[config.mk]
export PLATFORM = sky130hd
export DESIGN_NAME = rd_xfr_sched_flat
export DESIGN_NICKNAME = d
export VERILOG_FILES = /design/src/rtl/rd_xfr_pkg.sv /design/src/rtl/rd_xfr_sched_if.sv /design/src/rtl/rd_buf_tracker.sv /design/src/rtl/rd_xfr_sched.sv /design/src/flat_wrapper.sv
export SDC_FILE = /design/constraint.sdc
export NUM_CORES = 1
export LEC_CHECK = 0
export ABC_AREA = 1
export CORE_AREA = 2 2 100 102
export CTS_CLUSTER_DIAMETER = 80
export CTS_CLUSTER_SIZE = 8
export DETAILED_ROUTE_END_ITERATION = 8
export DIE_AREA = 0 0 102 104
export PLACE_DENSITY = 0.84
export SETUP_SLACK_MARGIN = 0.5
export SKIP_CTS_REPAIR_TIMING = 1
export SLEW_MARGIN = 25
export SYNTH_ARGS = -nofsm -noshare
export SYNTH_HDL_FRONTEND = slang
export SYNTH_SLANG_ARGS = --single-unit
[constraint.sdc]
create_clock -name i_clk -period 3.7 [get_ports i_clk]
set_input_delay 0.74 -clock i_clk [delete_from_list [all_inputs] [get_ports i_clk]]
set_output_delay 0.74 -clock i_clk [all_outputs]
set_load 0.02 [all_outputs]
[src/rtl/rd_xfr_pkg.sv]
// Shared types and constants for the RD transfer scheduler.
// BUF_STAT layout is {timeout, parity_err, word_count[AW:0]}; flag positions depend on AW.
package rd_xfr_pkg;

  typedef enum logic [2:0] {
    S_IDLE,
    S_TRIG,
    S_WAIT_FIRST,
    S_XFER,
    S_CLOSE
  } state_t;

  localparam int MEM_SIZE_DEF      = 2048;
  localparam int TRIG_WIDTH_DEF    = 4;
  localparam int START_TIMEOUT_DEF = 256;
  localparam int WORD_TIMEOUT_DEF  = 64;

  localparam int STAT_CNT_LSB = 0;

  function automatic int stat_perr_bit(input int aw);
    return aw + 1;
  endfunction

  function automatic int stat_to_bit(input int aw);
    return aw + 2;
  endfunction

endpackage

[src/rtl/rd_xfr_sched_if.sv]
// Trigger, deserializer, capture-memory and software-status signals of the RD scheduler.
interface rd_xfr_sched_if #(parameter int AW = 11);
  logic          enable;
  logic          evt_trig;
  logic          rx_valid;
  logic [11:0]   rx_data0;
  logic [11:0]   rx_data1;
  logic [1:0]    rx_perr;
  logic [1:0]    buf_release;
  logic          rd_enable;
  logic          rd_trigger;
  logic          wr_en;
  logic [AW:0]   wr_addr;
  logic [23:0]   wr_data;
  logic          busy;
  logic          xfr_done;
  logic [1:0]    buf_full;
  logic [AW+2:0] buf_stat0;
  logic [AW+2:0] buf_stat1;
  logic [7:0]    missed_cnt;

  modport master (
    output enable, evt_trig, rx_valid, rx_data0, rx_data1, rx_perr, buf_release,
    input  rd_enable, rd_trigger, wr_en, wr_addr, wr_data, busy, xfr_done,
           buf_full, buf_stat0, buf_stat1, missed_cnt
  );

  modport slave (
    input  enable, evt_trig, rx_valid, rx_data0, rx_data1, rx_perr, buf_release,
    output rd_enable, rd_trigger, wr_en, wr_addr, wr_data, busy, xfr_done,
           buf_full, buf_stat0, buf_stat1, missed_cnt
  );
endinterface

[src/rtl/rd_buf_tracker.sv]
// Ping-pong buffer bookkeeping: full flags, latched status, software release
// and choice of the next buffer to fill.
module rd_buf_tracker #(
  parameter int AW = 11
) (
  input  logic                 i_clk,
  input  logic                 i_rst_n,
  input  logic                 i_close,
  input  logic                 i_close_buf,
  input  logic [AW+2:0]        i_close_stat,
  input  logic [1:0]           i_release,
  output logic [1:0]           o_full,
  output logic [1:0][AW+2:0]   o_stat,
  output logic                 o_sel,
  output logic                 o_avail
);

  logic [1:0]         r_full;
  logic [1:0][AW+2:0] r_stat;
  logic               r_last;
  logic               w_pref;

  // Close and release of different buffers in one cycle both land; the
  // buffer being closed is never full, so a release of it is a no-op anyway.
  always_ff @(posedge i_clk or negedge i_rst_n) begin
    if (!i_rst_n) begin
      r_full <= '0;
      r_stat <= '0;
      r_last <= 1'b1;
    end else begin
      for (int i = 0; i < 2; i++) begin
        if (i_close && (i_close_buf == 1'(i))) begin
          r_full[i] <= 1'b1;
          r_stat[i] <= i_close_stat;
        end else if (i_release[i] && r_full[i]) begin
          r_full[i] <= 1'b0;
          r_stat[i] <= '0;
        end
      end
      if (i_close) r_last <= i_close_buf;
    end
  end

  assign w_pref  = ~r_last;
  assign o_sel   = r_full[w_pref] ? r_last : w_pref;
  assign o_avail = ~&r_full;
  assign o_full  = r_full;
  assign o_stat  = r_stat;

endmodule

[src/rtl/rd_xfr_sched.sv]
// RD link transfer scheduler: issues RD trigger pulses and steers each returning
// transfer into a free capture buffer, closing on word count or timeout.
module rd_xfr_sched
  import rd_xfr_pkg::*;
#(
  parameter int MEM_SIZE      = MEM_SIZE_DEF,
  parameter int TRIG_WIDTH    = TRIG_WIDTH_DEF,
  parameter int START_TIMEOUT = START_TIMEOUT_DEF,
  parameter int WORD_TIMEOUT  = WORD_TIMEOUT_DEF,
  parameter int AW            = $clog2(MEM_SIZE)
) (
  input logic            i_clk,
  input logic            i_rst_n,
  rd_xfr_sched_if.slave  bus
);

  localparam logic [AW:0] FULL_CNT = (AW+1)'(MEM_SIZE);
  localparam logic [15:0] TW_C     = 16'(TRIG_WIDTH);
  localparam logic [15:0] START_C  = 16'(START_TIMEOUT);
  localparam logic [15:0] WORD_C   = 16'(WORD_TIMEOUT);
  localparam int          PE_BIT   = stat_perr_bit(AW);
  localparam int          TO_BIT   = stat_to_bit(AW);

  state_t             r_state, w_state_nxt;
  logic [15:0]        r_cnt;
  logic [AW:0]        r_wcnt, w_wcnt_inc;
  logic               r_buf, r_to, r_perr;
  logic               r_rd_en, r_wr_en, r_done;
  logic [AW:0]        r_wr_addr;
  logic [23:0]        r_wr_data;
  logic [7:0]         r_missed;
  logic               w_accept, w_miss, w_wr, w_to, w_trig_end, w_close;
  logic               w_sel, w_avail;
  logic [1:0]         w_full;
  logic [1:0][AW+2:0] w_stat_q;
  logic [AW+2:0]      w_stat;

  assign w_wcnt_inc = r_wcnt + 1'b1;
  assign w_close    = (r_state == S_CLOSE) && bus.enable;

  always_ff @(posedge i_clk or negedge i_rst_n) begin
    if (!i_rst_n) r_state <= S_IDLE;
    else          r_state <= w_state_nxt;
  end

  // r_cnt holds the number of cycles since the last reference event
  // (acceptance, trigger fall or word strobe), so expiry is a plain equality.
  always_comb begin
    w_state_nxt = r_state;
    w_accept    = 1'b0;
    w_miss      = 1'b0;
    w_wr        = 1'b0;
    w_to        = 1'b0;
    w_trig_end  = 1'b0;
    if (!bus.enable) begin
      w_state_nxt = S_IDLE;
    end else begin
      case (r_state)
        S_IDLE: if (bus.evt_trig) begin
          if (w_avail) begin
            w_accept    = 1'b1;
            w_state_nxt = S_TRIG;
          end else begin
            w_miss = 1'b1;
          end
        end
        S_TRIG: if (r_cnt == TW_C) begin
          w_trig_end  = 1'b1;
          w_state_nxt = S_WAIT_FIRST;
        end
        S_WAIT_FIRST, S_XFER: begin
          if (bus.rx_valid) begin
            w_wr        = 1'b1;
            w_state_nxt = (w_wcnt_inc == FULL_CNT) ? S_CLOSE : S_XFER;
          end else if (r_cnt == ((r_state == S_WAIT_FIRST) ? START_C : WORD_C)) begin
            w_to        = 1'b1;
            w_state_nxt = S_CLOSE;
          end
        end
        S_CLOSE: w_state_nxt = S_IDLE;
        default: w_state_nxt = S_IDLE;
      endcase
    end
  end

  always_ff @(posedge i_clk or negedge i_rst_n) begin
    if (!i_rst_n) begin
      r_cnt     <= '0;
      r_wcnt    <= '0;
      r_buf     <= 1'b0;
      r_to      <= 1'b0;
      r_perr    <= 1'b0;
      r_rd_en   <= 1'b0;
      r_wr_en   <= 1'b0;
      r_wr_addr <= '0;
      r_wr_data <= '0;
      r_done    <= 1'b0;
      r_missed  <= '0;
    end else begin
      r_rd_en <= bus.enable;
      r_wr_en <= w_wr;
      r_done  <= w_close;
      if (w_miss && (r_missed != 8'hFF)) r_missed <= r_missed + 8'd1;
      if (w_accept) begin
        r_buf  <= w_sel;
        r_wcnt <= '0;
        r_to   <= 1'b0;
        r_perr <= 1'b0;
      end
      if (w_accept || w_wr || w_trig_end) r_cnt <= 16'd1;
      else if (r_state != S_IDLE)         r_cnt <= r_cnt + 16'd1;
      if (w_wr) begin
        r_wr_addr <= {r_buf, r_wcnt[AW-1:0]};
        r_wr_data <= {bus.rx_data1, bus.rx_data0};
        r_wcnt    <= w_wcnt_inc;
        r_perr    <= r_perr | (|bus.rx_perr);
      end
      if (w_to) r_to <= 1'b1;
    end
  end

  always_comb begin
    w_stat                           = '0;
    w_stat[STAT_CNT_LSB +: AW+1]     = r_wcnt;
    w_stat[PE_BIT]                   = r_perr;
    w_stat[TO_BIT]                   = r_to;
  end

  rd_buf_tracker #(.AW(AW)) u_trk (
    .i_clk        (i_clk),
    .i_rst_n      (i_rst_n),
    .i_close      (w_close),
    .i_close_buf  (r_buf),
    .i_close_stat (w_stat),
    .i_release    (bus.buf_release),
    .o_full       (w_full),
    .o_stat       (w_stat_q),
    .o_sel        (w_sel),
    .o_avail      (w_avail)
  );

  assign bus.rd_enable  = r_rd_en;
  assign bus.rd_trigger = (r_state == S_TRIG);
  assign bus.wr_en      = r_wr_en;
  assign bus.wr_addr    = r_wr_addr;
  assign bus.wr_data    = r_wr_data;
  assign bus.busy       = (r_state != S_IDLE);
  assign bus.xfr_done   = r_done;
  assign bus.buf_full   = w_full;
  assign bus.buf_stat0  = w_stat_q[0];
  assign bus.buf_stat1  = w_stat_q[1];
  assign bus.missed_cnt = r_missed;

endmodule

[src/flat_wrapper.sv]
// flat-port wrapper written by rule: the top's interface ports become plain ports
module rd_xfr_sched_flat import rd_xfr_pkg::*;
#(
  parameter int MEM_SIZE      = MEM_SIZE_DEF,
  parameter int TRIG_WIDTH    = TRIG_WIDTH_DEF,
  parameter int START_TIMEOUT = START_TIMEOUT_DEF,
  parameter int WORD_TIMEOUT  = WORD_TIMEOUT_DEF,
  parameter int AW            = $clog2(MEM_SIZE)
)
  (i_clk, i_rst_n, bus_enable, bus_evt_trig, bus_rx_valid, bus_rx_data0, bus_rx_data1, bus_rx_perr, bus_buf_release, bus_rd_enable, bus_rd_trigger, bus_wr_en, bus_wr_addr, bus_wr_data, bus_busy, bus_xfr_done, bus_buf_full, bus_buf_stat0, bus_buf_stat1, bus_missed_cnt);
  rd_xfr_sched_if #(.AW(AW)) bus_i ();
  input logic i_clk;
  input logic i_rst_n;
  input wire logic [$bits(bus_i.enable)-1:0] bus_enable;
  input wire logic [$bits(bus_i.evt_trig)-1:0] bus_evt_trig;
  input wire logic [$bits(bus_i.rx_valid)-1:0] bus_rx_valid;
  input wire logic [$bits(bus_i.rx_data0)-1:0] bus_rx_data0;
  input wire logic [$bits(bus_i.rx_data1)-1:0] bus_rx_data1;
  input wire logic [$bits(bus_i.rx_perr)-1:0] bus_rx_perr;
  input wire logic [$bits(bus_i.buf_release)-1:0] bus_buf_release;
  output wire logic [$bits(bus_i.rd_enable)-1:0] bus_rd_enable;
  output wire logic [$bits(bus_i.rd_trigger)-1:0] bus_rd_trigger;
  output wire logic [$bits(bus_i.wr_en)-1:0] bus_wr_en;
  output wire logic [$bits(bus_i.wr_addr)-1:0] bus_wr_addr;
  output wire logic [$bits(bus_i.wr_data)-1:0] bus_wr_data;
  output wire logic [$bits(bus_i.busy)-1:0] bus_busy;
  output wire logic [$bits(bus_i.xfr_done)-1:0] bus_xfr_done;
  output wire logic [$bits(bus_i.buf_full)-1:0] bus_buf_full;
  output wire logic [$bits(bus_i.buf_stat0)-1:0] bus_buf_stat0;
  output wire logic [$bits(bus_i.buf_stat1)-1:0] bus_buf_stat1;
  output wire logic [$bits(bus_i.missed_cnt)-1:0] bus_missed_cnt;
  assign bus_i.enable = bus_enable;
  assign bus_i.evt_trig = bus_evt_trig;
  assign bus_i.rx_valid = bus_rx_valid;
  assign bus_i.rx_data0 = bus_rx_data0;
  assign bus_i.rx_data1 = bus_rx_data1;
  assign bus_i.rx_perr = bus_rx_perr;
  assign bus_i.buf_release = bus_buf_release;
  assign bus_rd_enable = bus_i.rd_enable;
  assign bus_rd_trigger = bus_i.rd_trigger;
  assign bus_wr_en = bus_i.wr_en;
  assign bus_wr_addr = bus_i.wr_addr;
  assign bus_wr_data = bus_i.wr_data;
  assign bus_busy = bus_i.busy;
  assign bus_xfr_done = bus_i.xfr_done;
  assign bus_buf_full = bus_i.buf_full;
  assign bus_buf_stat0 = bus_i.buf_stat0;
  assign bus_buf_stat1 = bus_i.buf_stat1;
  assign bus_missed_cnt = bus_i.missed_cnt;
  rd_xfr_sched #(.MEM_SIZE(MEM_SIZE), .TRIG_WIDTH(TRIG_WIDTH), .START_TIMEOUT(START_TIMEOUT), .WORD_TIMEOUT(WORD_TIMEOUT), .AW(AW)) u_core (.i_clk(i_clk), .i_rst_n(i_rst_n), .bus(bus_i));
endmodule
==> results.md <==
* EDFF count, synth at 0
* Startpoint Class: register
* Clock Pin Slew Worst Setup and Hold Paths at approximately 100 ps
* Rows at 36
* Most used DFF post-synth: dfrtp_1
* Layout cells sized above 1 at 9.36%
* Sink Count at between 100 and 150
* Area growth, synth to finish at 28.0%
* GRT Residual Overflow at 0
* GRT Total Usage at 22.6%
* Setup Skew at 18.3 ps
* Net Count, Synth at 599
* WP data required at 2960 ps
* DRC viols at 0
* Total CTS buffers at 9
* Hpwl dp at around 8500 microns
* Initial DRC Count at 313
* Critical Path, Cell by Cell: nor3_2, clkdlybuf4s50_1
* Initial Utilization at 53.0%
* Critical path's top delay family: buffers and inverters
* Vias at 4215
* Routability cong. at 0.890
* Initial antenna violation count at 0
* Cell Area, Synth at around 5100 sq um
* Core Box Area at roughly 9500 sq um
* Root Driver: clkbuf_8
* Routed WL per cell at 14.5 microns
* Max incr delay on CP at 650 ps
* Slew margin rel. at 39.9%
* Worst-case clock buffer depth at 2
* Final worst-path cycle share at 67.0%
* P per Cell Area at 591 nW/um^2
* Number of port buffers at 111
* Final WL at 11700 microns
* Arrival @ worst endpoint at between 1500 and 2000 ps
* CTS tree: built
* Top Usage Layer GRT: met1
* Final hold slack at 443 ps
* Sequential fraction of the synthesis area at between 50% and 60%
* Asr flop ratio synth at 100%
* Tmin final at about 2500 ps
* Run status: finished clean
* Worst-Skew Late Latency at 380 ps
* Number of global-route vias before repair at 3953
* Hold Crit Class: in2async
* Die Wd at 102 microns
* Distinct cells, synth at 41
* Final Hold Fails at 0
* Worst-Margin Slew at 899 ps
* Final Setup Violations at 0
* H-tree lvl count at 3
* First drt pass iteration count at 5
* Worst setup path category: reg2out
* CP max stage cell: clkdlybuf4s50_1
* Gate count after technology mapping at roughly 560
* Setup TNS at 0 ps
* Total power at 0.00383 W
* Final net count at 705
* Met3 Use GR at 4.77%
* Peak VDD IR at 352 uV
* Max frequency at 0.403 GHz
* Synth warnings at 0
* Die Height at 104 microns
* DRT antenna net count at 0
* Pin count of the biggest net entering global routing at 70
* CP endpoint kind: primary output
* Fillers at 785
* Die Footprint at 10600 sq um
* GRT met2 Usage at between 30 and 40%
* Max FO, Critical Path at 4
* First-pass GRT wire length at between 15000 and 20000 microns
* FF+latch count, synth at 112
* Slew Viols, Final at 0
* Max cap viols at 0
* Vias per cell at around 5.2
* Grt met1 use at 33.5%
* Ports at ~110
* Syn Area/Cell at roughly 9 sq um
* Inserted Diodes at 0
* Leak at 2.92 nW
* Buf/Inv on CP at 1
* RSZ-0062 raised after global routing: no
==> synth_stat cells (6+ instances only) <==
| cell | n | area, sq um |
|---|---|---|
| nor2_1 | 35 | 131 |
| clkbuf_1 | 6 | 22.5 |
| o21ai_1 | 44 | 220 |
| nand2_1 | 160 | 601 |
| nand4_1 | 7 | 43.8 |
| a21oi_1 | 8 | 40.0 |
| inv_2 | 9 | 33.8 |
| nand3_1 | 49 | 245 |
| dfrtp_1 | 111 | 2780 |
| xor2_1 | 11 | 96.3 |
| o22ai_1 | 6 | 37.5 |
| buf_2 | 9 | 45.0 |
| nor3_1 | 8 | 40.0 |
| nor2_4 | 6 | 67.6 |
| inv_1 | 37 | 139 |
| nor2_2 | 7 | 43.8 |
==> registers in the layout, indices dropped and copies added (netlist names) <==
register,count
u_core.u_trk.o_stat,28
u_core.bus.wr_data,24
u_core.r_cnt,16
u_core.bus.wr_addr,12
u_core.r_wcnt,12
u_core.bus.missed_cnt,8
u_core.r_state,3
u_core.u_trk.o_full,2
u_core.bus.rd_enable,1
u_core.bus.wr_en,1
u_core.bus.xfr_done,1
u_core.r_buf,1
u_core.r_perr,1
u_core.r_to,1
u_core.u_trk.r_last,1
==> worst paths after layout <==
| check | from | endpoint | slack, ps | cells after the start |
|---|---|---|---|---|
| setup / recovery | u_core.r_state[1] | bus_rd_trigger | 1220 | 2 |
| hold / removal | i_rst_n | u_core.bus.wr_data[17] | 440 | 1 |
| setup reg to reg | u_core.r_state[1] | u_core.u_trk.o_stat[23] | 1700 | 6 |
| hold reg to reg | u_core.bus.wr_data[23] | u_core.bus.wr_data[23] | 480 | 2 |
| max in group asynchronous | i_rst_n | u_core.bus.missed_cnt[2] | 2480 | 2 |
| min in group i_clk | u_core.bus.wr_data[23] | u_core.bus.wr_data[23] | 480 | 2 |
==> per-layer routing <==
layer | vias to the layer above | share of wire [%] | routed length [microns]
li1 | 2038 | - | -
met1 | 1991 | 44 | 5150
met2 | 170 | 46 | 5370
met3 | 16 | 8.1 | 943
met4 | 0 | 1.7 | 199
met5 | - | 0 | 0
==> report_power, final <==
part	total (W)	switching (W)	internal (W)
Clock	0.000717	0.000423	0.000293
Sequential	0.00168	0.000189	0.00149
Combinational	0.00143	0.000824	0.000607
==> cells by family (layout without fill, tap and decap cells) <==
family	count (synthesis)	in the layout	share of synthesized area (%)
mux	1	1	0.223
xor+xnor	16	16	2.77
compound gates	73	73	8.41
flops	112	112	55.4
buf+inv	65	176	5.17
fa+ha+maj	4	4	0.989
simple gates	291	291	27.0
==> through the flow <==
stage | setup slack, ps | cells | util [%] | area (sq um)
global placement | 1090 | 790 | 65.8 | 6280
detailed placement | 955 | 790 | 65.8 | 6280
finish | 1220 | 806 | 67.8 | 6470
global route | 1140 | 806 | 67.8 | 6470
CTS | 1210 | 806 | 67.8 | 6470
floorplan | 2060 | 562 | - | 5060
==> final cells by class <==
cell class	count	area [sq um]	share of cell area (%)
Multi-Input combinational cell	385	1990	30.8
Clock inverter	5	43.8	0.676
Clock buffer	11	151	2.34
Sequential cell	112	2800	43.3
Tap cell	133	166	2.57
Timing Repair Buffer	113	1140	17.5
Inverter	47	179	2.76
==> placed cells by master (no fill, tap or decap), types with 8 or more instances in the layout <==
master | synthesis | final
xor2_1 | 11 | 11
clkbuf_8 | 0 | 11
inv_2 | 9 | 9
nand3_1 | 49 | 49
clkdlybuf4s50_1 | 0 | 110
dfrtp_1 | 111 | 111
nand2_1 | 160 | 160
inv_1 | 37 | 37
nor2_1 | 35 | 35
nor3_1 | 8 | 8
a21oi_1 | 8 | 8
o21ai_1 | 44 | 44
(Power assumes the default switching activity.)
